[src/rtl/mad_share_arbiter.sv]
// Shares one in-order MAD unit between REQ_CNT requesters: round-robin issue,
// tag FIFO of granted indices to steer each returning result to its owner.
module mad_share_arbiter #(
   parameter int REQ_CNT = 4,
   parameter int WIDTH   = 64,
   parameter int DEPTH   = 4
) (
   input  logic                     CLK,
   input  logic                     nRST,
   input  logic [REQ_CNT-1:0]       REQ_VALID,
   output logic [REQ_CNT-1:0]       REQ_READY,
   input  logic [REQ_CNT*WIDTH-1:0] REQ_A,
   input  logic [REQ_CNT*WIDTH-1:0] REQ_B,
   input  logic [REQ_CNT*WIDTH-1:0] REQ_C,
   output logic [REQ_CNT-1:0]       RSP_VALID,
   output logic [WIDTH-1:0]         RSP_DATA,
   output logic                     MAD_IE,
   input  logic                     MAD_IREADY,
   output logic [WIDTH-1:0]         MAD_A,
   output logic [WIDTH-1:0]         MAD_B,
   output logic [WIDTH-1:0]         MAD_C,
   input  logic                     MAD_OE,
   input  logic [WIDTH-1:0]         MAD_O,
   output logic                     ERR
);
   localparam int TAG_W = $clog2(REQ_CNT);
   localparam int PTR_W = $clog2(DEPTH);
   localparam int CNT_W = $clog2(DEPTH + 1);

   logic [WIDTH-1:0] op_a [REQ_CNT];
   logic [WIDTH-1:0] op_b [REQ_CNT];
   logic [WIDTH-1:0] op_c [REQ_CNT];

   for (genvar gi = 0; gi < REQ_CNT; gi++) begin : g_unpack
      assign op_a[gi] = REQ_A[gi*WIDTH +: WIDTH];
      assign op_b[gi] = REQ_B[gi*WIDTH +: WIDTH];
      assign op_c[gi] = REQ_C[gi*WIDTH +: WIDTH];
   end

   logic [TAG_W-1:0] last_grant, gnt_idx, cand;
   logic             gnt_found, full, accept, pop;
   logic [CNT_W-1:0] cnt;
   logic [PTR_W-1:0] wr_ptr, rd_ptr;
   logic [TAG_W-1:0] tag_mem [DEPTH];
   logic [WIDTH-1:0] hold_a, hold_b, hold_c;

   // Round-robin search starting just after the last granted index.
   always_comb begin
      gnt_found = 1'b0;
      gnt_idx   = last_grant;
      cand      = last_grant;
      for (int k = 1; k <= REQ_CNT; k++) begin
         cand = TAG_W'((int'(last_grant) + k) % REQ_CNT);
         if (!gnt_found && REQ_VALID[cand]) begin
            gnt_found = 1'b1;
            gnt_idx   = cand;
         end
      end
   end

   // Full blocks issue even if a pop happens this cycle; nRST gates the
   // combinational strobes so nothing leaks out while reset is held.
   assign full   = (cnt == CNT_W'(DEPTH));
   assign accept = nRST && gnt_found && MAD_IREADY && !full;
   assign pop    = MAD_OE && (cnt != '0);

   always_comb begin
      REQ_READY = '0;
      if (accept) REQ_READY[gnt_idx] = 1'b1;
      RSP_VALID = '0;
      if (pop) RSP_VALID[tag_mem[rd_ptr]] = 1'b1;
   end

   assign MAD_IE   = accept;
   assign MAD_A    = accept ? op_a[gnt_idx] : hold_a;
   assign MAD_B    = accept ? op_b[gnt_idx] : hold_b;
   assign MAD_C    = accept ? op_c[gnt_idx] : hold_c;
   assign RSP_DATA = pop ? MAD_O : '0;

   always_ff @(posedge CLK or negedge nRST) begin
      if (!nRST) begin
         last_grant <= TAG_W'(REQ_CNT - 1);
         cnt        <= '0;
         wr_ptr     <= '0;
         rd_ptr     <= '0;
         hold_a     <= '0;
         hold_b     <= '0;
         hold_c     <= '0;
         ERR        <= 1'b0;
      end else begin
         if (accept) begin
            last_grant <= gnt_idx;
            hold_a     <= op_a[gnt_idx];
            hold_b     <= op_b[gnt_idx];
            hold_c     <= op_c[gnt_idx];
            wr_ptr     <= (wr_ptr == PTR_W'(DEPTH - 1)) ? '0 : wr_ptr + PTR_W'(1);
         end
         if (pop)
            rd_ptr <= (rd_ptr == PTR_W'(DEPTH - 1)) ? '0 : rd_ptr + PTR_W'(1);
         if (accept && !pop)
            cnt <= cnt + CNT_W'(1);
         else if (!accept && pop)
            cnt <= cnt - CNT_W'(1);
         // A result with nothing outstanding is a protocol error; sticky.
         if (MAD_OE && (cnt == '0))
            ERR <= 1'b1;
      end
   end

   always_ff @(posedge CLK) begin
      if (accept) tag_mem[wr_ptr] <= gnt_idx;
   end

endmodule

[config.mk]
export PLATFORM = sky130hd
export DESIGN_NAME = mad_share_arbiter
export DESIGN_NICKNAME = d
export VERILOG_FILES = /design/src/rtl/mad_share_arbiter.sv
export SDC_FILE = /design/constraint.sdc
export NUM_CORES = 1
export LEC_CHECK = 0
export ABC_CLOCK_PERIOD_IN_PS = 5000
export BUFFER_PORTS_ARGS = -buffer_cell sky130_fd_sc_hd__buf_2
export CORE_AREA = 5 5 428 430
export DETAILED_ROUTE_END_ITERATION = 16
export DIE_AREA = 0 0 433 435
export PLACE_DENSITY = 0.38
export SLEW_MARGIN = 10
export SYNTH_ARGS = -nofsm -noshare
export SYNTH_HDL_FRONTEND = slang
export SYNTH_SLANG_ARGS = --single-unit
[constraint.sdc]
create_clock -name CLK -period 5 [get_ports CLK]
set_input_delay 1.25 -clock CLK [delete_from_list [all_inputs] [get_ports CLK]]
set_output_delay 1.25 -clock CLK [all_outputs]
set_load 0.005 [all_outputs]
==> flow_summary_export.csv, run 1 <==
group,metric,value,unit
worst_setup_path,path_cells,"buf_2 -> nand2b_1 -> a21oi_4 -> buf_12 -> buf_12 -> buf_4 -> o31ai_1 -> a21o_1 -> o211ai_1 -> buf_2",
synthesis,ys_seq_elements,210,
clock_network,clock-root-buffer,"clkbuf_16",
sta,hold_viol_final,0,
sta,finalWorstPathRequiredPeriod,4.976,ns
drt,drt_iter0_markers,1469,
sta,fmax,201.0,MHz
power,p_comb_frac,0.621,
power,power_frac_clock,0.188,
worst_setup_path,cp_slowest_cell,"o31ai_1",
worst_setup_path,cp_top_family,"buffers and inverters",
synthesis,synth_edf_count,8,
worst_setup_path,regToRegEndpoint,"hold_b[2]",
global_routing,grt_first_pass_wirelength,174.6,mm
synthesis,synth_ff_type,"dfrtp_1",
synthesis,synth-async-reset-ratio,0.9619,
place,place_inst,5211,
die,num_io_pins,1106,
worst_setup_path,rr_worst_depth,8,
synthesis,synth_area_leader_cell,"dfrtp_1",
worst_setup_path,timing.critical_path.arrival,3.73,ns
die,std_cell_rows,156,
die,initial_utilization,0.08568,
worst_setup_path,r2r_slack,2.13,ns
power,total_power,0.01421,W
clock_network,cts_sinks,210,
power,peakVddDrop,0.2032,mV
worst_setup_path,path_buf_inv,5,
synthesis,synth_top_area_share,0.3256,
final_layout,nNetsFinal,3735,
place,numPortBuffers,1105,
power,sw_frac_of_total,0.4555,
synthesis,synth_seq_area_share,0.3447,
global_routing,grt_max_degree,100,
global_routing,grt_pass1_vias,20112,
die,die_w,433,um
drt,drc_errors,0,
synthesis,synth_nets,2561,
worst_setup_path,critPathCaptureType,"output port",
final_layout,final_cell_count_no_fill,5296,
sta,slew-limit-headroom,0.3847,
place,dp_hpwl,107.7,mm
clock_network,cts_buffer_depth,3,
synthesis,yosys_warnings,0,
synthesis,ys_top_cells_by_area,"dfrtp_1 33%, mux2i_1 13%, a21o_1 9.5%",
drt,num_vias,19857,
worst_setup_path,startpoint_type,"input port",
power,intPower,0.007738,W
worst_hold_path,hp-class,"register to register",
global_routing,track_usage,0.1333,
worst_setup_path,path_max_fanout,55,
synthesis,synth_commonest_cells,"200 x dfrtp_1, 198 x nand2_1, 195 x a21o_1",
synthesis,synth_area,15370,um^2
power,leakage,12.82,nW
final_layout,post-route-util,0.1492,
drt,via_per_inst,3.749,
synthesis,netlist_instances,1714,
clock_network,cts_tree,"yes",
synthesis,synth_most_common_cell,"dfrtp_1",
global_routing,grt_remaining_overflow,0,
worst_hold_path,whs_endpoint,"ERR",
status,outcome,"complete, no violations",
clock_network,cts-htree-levels,2,
worst_setup_path,max_stage_delay,0.47,ns
sta,drv_slew,0,
power,p_seq_frac,0.191,
worst_setup_path,r2r-start,"last_grant[0]",
worst_hold_path,holdPathStages,1,
sta,rsz0062_at_grt,"yes",
clock_network,cts_inserted_buffers,36,
sta,finalSetupViolCount,0,
drt,antenna_left,0,
worst_hold_path,hp-start,"ERR",
die,dieArea,188400,um^2
drt,wire_per_inst,25.49,um
clock_network,clkTransAtPathRegs,0.06,ns
worst_setup_path,path_depth,10,
global_routing,antenna_found_initial,57,
die,die_y,435,um
place,finalWeightedCongestion,0.9345,
clock_network,clk_latency,0.59,ns
final_layout,drive_above_1_share,0.4973,
sta,period_share,0.9951,
power,p_sw,0.006473,W
synthesis,ys_types,42,
drt,dr.pass1.iters,5,
worst_setup_path,required,3.75,ns
power,powerDensity,530.9,nW/um^2
sta,tightest_slew,0.9230,ns
final_layout,area_growth,74.15,%
worst_setup_path,worst-setup-path-type,"input port to output port",
flow_run,max_cap_violations,0,
drt,routed_wl,135.0,mm
die,fp.coreArea,179400,um^2
synthesis,synth_area_per_cell,8.967,um^2
sta,finClkSkew,0.02105,ns
[worst max-delay path by stage]
stage	to	slack, ns	from
6_report	MAD_C[51]	0.02	REQ_VALID[2]
5_1_grt	MAD_C[39]	-0.02	REQ_VALID[1]
4_1_cts	MAD_B[49]	-0.03	REQ_VALID[3]
3_5_place_dp	MAD_B[49]	-0.62	REQ_VALID[1]
3_3_place_gp	MAD_B[49]	-0.62	REQ_VALID[1]
2_1_floorplan	MAD_B[10]	1.11	REQ_VALID[2]
[registers in the layout, indices dropped and copies added, names as in the netlist]
signal and count:
last_grant 2, hold_a 64, ERR 1, cnt 3, hold_b 64, wr_ptr 2
tag_mem 8, rd_ptr 2, hold_c 64
[layout make-up]
class | instances | area, um^2
Antenna cell | 12 | 30.03
Multi-Input combinational cell | 1279 | 9255
Timing Repair Buffer | 1355 | 7998
Inverter | 6 | 25.02
Tap cell | 2370 | 2965
Sequential cell | 210 | 5298
Clock inverter | 14 | 171.4
Fill cell | 20556 | 152600
Clock buffer | 50 | 1025
[worst reg2reg max path, delay by kind of cell, from the launching register on]
family	cells	cell delay (ns)
buf+inv	3	0.64
compound gates	3	1.14
simple gates	2	0.48
flops	1	0.56
[repair_timing]
| item | in CTS | in global routing |
|---|---|---|
| setup buffers | 2 | 4 |
| pin swaps | 5 | 2 |
| endpoints found under the hold margin | 0 | 0 |
| resized for setup | 24 | 10 |
| endpoints found under the setup margin | 39 | 19 |
| cloned | 0 | 3 |
| hold buffers | 0 | 0 |
[cells by family (layout without fill, tap and decap cells)]
family                   after synthesis  after routing  share of synthesized area
AO/OA/AOI/OAI                        590            590                     0.2872
AND/OR/NAND/NOR                      483            484                     0.1645
buffers and inverters                226           1425                    0.06700
flip-flops                           210            210                     0.3447
multiplexers                         195            195                     0.1287
adder cells (fa/ha/maj)                7              7                   0.006187
XOR/XNOR                               3              3                   0.001710
other                                  0             12                          0
[cell usage in the layout (no fill, tap or decap), types with 3 or more instances in the layout]
cell        count
buf_2        1103
buf_4         204
dfrtp_1       200
nand2_1       198
a21o_1        194
nand4_1       192
o211ai_1      192
o31ai_1       191
mux2i_1       179
and2_1         68
clkbuf_16      39
buf_12         39
diode_2        12
mux2i_2         8
clkbuf_1        8
edfxtp_1        8
nor2_1          7
ha_1            6
mux2i_4         5
clkbuf_8        5
clkinv_2        5
inv_1           4
buf_6           4
nor3_1          3
clkinvlp_4      3
bufinv_16       3
[metrics by stage]
stage | hold slack [ns] | setup slack [ns] | TNS [ns] | instance area (um^2)
floorplan | 0.4510 | 1.114 | 0 | 15370
global placement | 0.4422 | -0.6179 | -3.507 | 25220
detailed placement | 0.4440 | -0.6156 | -3.545 | 25220
CTS | 0.4569 | -0.03103 | -0.03103 | 26560
global route | 0.4943 | -0.01689 | -0.01689 | 26750
finish | 0.4551 | 0.02429 | 0 | 26770
[power groups by stage]
stage | clock network, W | registers, W | logic, W
finish | 0.00268 | 0.00271 | 0.00882
global route | 0.00287 | 0.00279 | 0.00941
CTS | 0.00283 | 0.00272 | 0.00883
detailed placement | 0 | 0.00274 | 0.00869
global placement | 0 | 0.00273 | 0.00870
floorplan | 0 | 0.00267 | 0.00402
[metal layers]
layer | vias up | global-route usage | wire, um
li1 | 8979 | - | -
met1 | 9788 | 0.1591 | 54430
met2 | 898 | 0.2410 | 68600
met3 | 174 | 0.02549 | 7773
met4 | 18 | 0.03876 | 4109
met5 | - | 0 | 102
Note: power is estimated with default switching activity, not from simulation.
==> run 2: changes to the inputs <==
Settings changed: GPL_TIMING_DRIVEN set to 0.
==> flow_summary_export.csv, run 2 (synthesis gave the netlist of run 1 again) <==
group,metric,value,unit
worst_setup_path,cp_slowest_cell,"clkbuf_4",
drt,dr.pass1.iters,5,
final_layout,final_cell_count_no_fill,5302,
die,fp.coreArea,179400,um^2
sta,layout_setup_ws,0.06532,ns
die,std_cell_rows,156,
drt,num_vias,20220,
worst_setup_path,path_max_fanout,10,
drt,antenna_left,0,
drt,drc_errors,0,
die,dieArea,188400,um^2
sta,finalWorstPathRequiredPeriod,4.935,ns
status,outcome,"complete, no violations",
global_routing,grt_first_pass_wirelength,197.9,mm
place,finalWeightedCongestion,0.9743,
place,dp_hpwl,129.6,mm
worst_hold_path,hp-start,"ERR",
clock_network,clkTransAtPathRegs,0.06,ns
sta,fmax,202.6,MHz
final_layout,drive_above_1_share,0.4627,
worst_setup_path,path_cells,"buf_2 -> nor2b_1 -> o21ai_1 -> clkbuf_4 -> clkbuf_4 -> nand4_1 -> a21o_1 -> o211ai_1 -> buf_2",
drt,drt_iter0_markers,1500,
clock_network,cts_tree,"yes",
sta,drv_slew,0,
final_layout,fin_area,26030,um^2
clock_network,cts_inserted_buffers,35,
worst_setup_path,timing.critical_path.arrival,3.68,ns
drt,wire_per_inst,29.13,um
place,dp_worst_setup_slack,-0.9886,ns
global_routing,grt-busiest-layer,"met2",
global_routing,grt_remaining_overflow,0,
sta,tightest_slew,0.8534,ns
global_routing,track_usage,0.1557,
worst_setup_path,regToRegEndpoint,"hold_a[62]",
worst_setup_path,r2r_slack,2.14,ns
worst_setup_path,crit_path_start,"REQ_VALID[3]",
worst_setup_path,critPathCaptureType,"output port",
worst_setup_path,r2r-start,"last_grant[0]",
sta,finalSetupViolCount,0,
die,die_w,433,um
power,powerDensity,538.3,nW/um^2
worst_setup_path,crit_end,"MAD_A[33]",
final_layout,reg_top3,"hold_a x64, hold_b x64, hold_c x64",
power,leakage,12.37,nW
place,dpl-instance-area,24080,um^2
final_layout,nNetsFinal,3727,
sta,period_share,0.9869,
final_layout,post-route-util,0.1451,
drt,routed_wl,154.5,mm
clock_network,cts-htree-levels,2,
sta,hold_viol_final,0,
clock_network,clock-root-buffer,"clkbuf_16",
worst_hold_path,hp-class,"register to register",
worst_setup_path,max_stage_delay,0.39,ns
final_layout,mostFrequentLayoutCells,"1,127 x buf_2, 200 x dfrtp_1, 198 x nand2_1, 194 x a21o_1",
final_layout,final_common_cell,"buf_2",
power,peakVddDrop,0.2362,mV
worst_setup_path,startpoint_type,"input port",
global_routing,grt_max_degree,82,
global_routing,use_met2,0.2779,
sta,rsz0062_at_grt,"yes",
global_routing,grt_pass1_vias,20654,
clock_network,cts_buffer_depth,3,
global_routing,gr-usage-met1,0.1881,
die,initial_utilization,0.08568,
global_routing,antenna_found_initial,78,
place,numPortBuffers,1105,
clock_network,clk_latency,0.58,ns
final_layout,area_growth,69.38,%
worst_setup_path,rr_worst_depth,8,
sta,finClkSkew,0.03781,ns
worst_setup_path,required,3.75,ns
clock_network,cts_sinks,210,
die,die_y,435,um
drt,via_per_inst,3.814,
place,place_inst,5198,
global_routing,use_met3,0.02988,
die,num_io_pins,1106,
sta,slew-limit-headroom,0.4311,
worst_setup_path,worst-setup-path-type,"input port to output port",
flow_run,max_cap_violations,0,
## run 2: changes by cell type in the layout (fill, tap and decap cells not counted), sizes merged
cell and change:
buf -153, clkbuf +145, diode +15, bufbuf +4, clkinv -4, clkinvlp -3
bufinv +2, inv +1, nand2 -1
## run 2: worst max-delay path, delay by kind of cell
kind | cells | cell delay (ns)
buffers and inverters | 4 | 1.12
AND/OR/NAND/NOR | 2 | 0.47
AO/OA/AOI/OAI | 3 | 0.82
## run 2: per-stage QoR
| stage | total power (W) | hold WS, ns | TNS [ns] |
|---|---|---|---|
| 6_report | 0.01401 | 0.4692 | 0 |
| 5_1_grt | 0.01485 | 0.4881 | -0.05413 |
| 4_1_cts | 0.01422 | 0.4749 | 0 |
| 3_5_place_dp | 0.01111 | 0.4618 | -142.75 |
| 3_3_place_gp | 0.01102 | 0.4374 | -2488.69 |
| 2_1_floorplan | 0.006685 | 0.4510 | 0 |
## run 2: how the worst min path moves through the flow
stage	end	slack (ns)	cells past startpoint
floorplan	ERR	0.45	1
global placement	ERR	0.44	1
detailed placement	ERR	0.46	1
CTS	ERR	0.47	1
global route	ERR	0.49	1
finish	ERR	0.47	1
## run 2: layer usage
| metal | share of wire | vias to the layer above |
|---|---|---|
| met5 | 0.00087 | - |
| met4 | 0.029 | 22 |
| met3 | 0.057 | 206 |
| met2 | 0.51 | 939 |
| met1 | 0.40 | 10055 |
| li1 | - | 8998 |
## run 2: report_power, final
group / leakage (nW) / switching [W] / internal, W
clock: 0.611 / 0.00105 / 0.00171
sequential: 2.60 / 0.000221 / 0.00248
combinational: 9.16 / 0.00553 / 0.00302
## run 2: area by class of cell
cell class,instances,area [um^2]
clock buffer,52,1051
timing repair buffer,1131,6033
inverter,6,22.52
tap,2370,2965
buffer,218,1259
clock inverter,10,193.9
antenna,27,67.56
multi-input combinational,1278,9143
fill,20702,153300
sequential,210,5298
## run 2: repair_timing
item / in CTS / in global routing
setup buffers: 9 / 3
hold buffers: 0 / 0
pin swaps: 7 / 2
cloned: 4 / 1
gates resized for setup: 80 / 82
setup endpoints to repair: 196 / 125
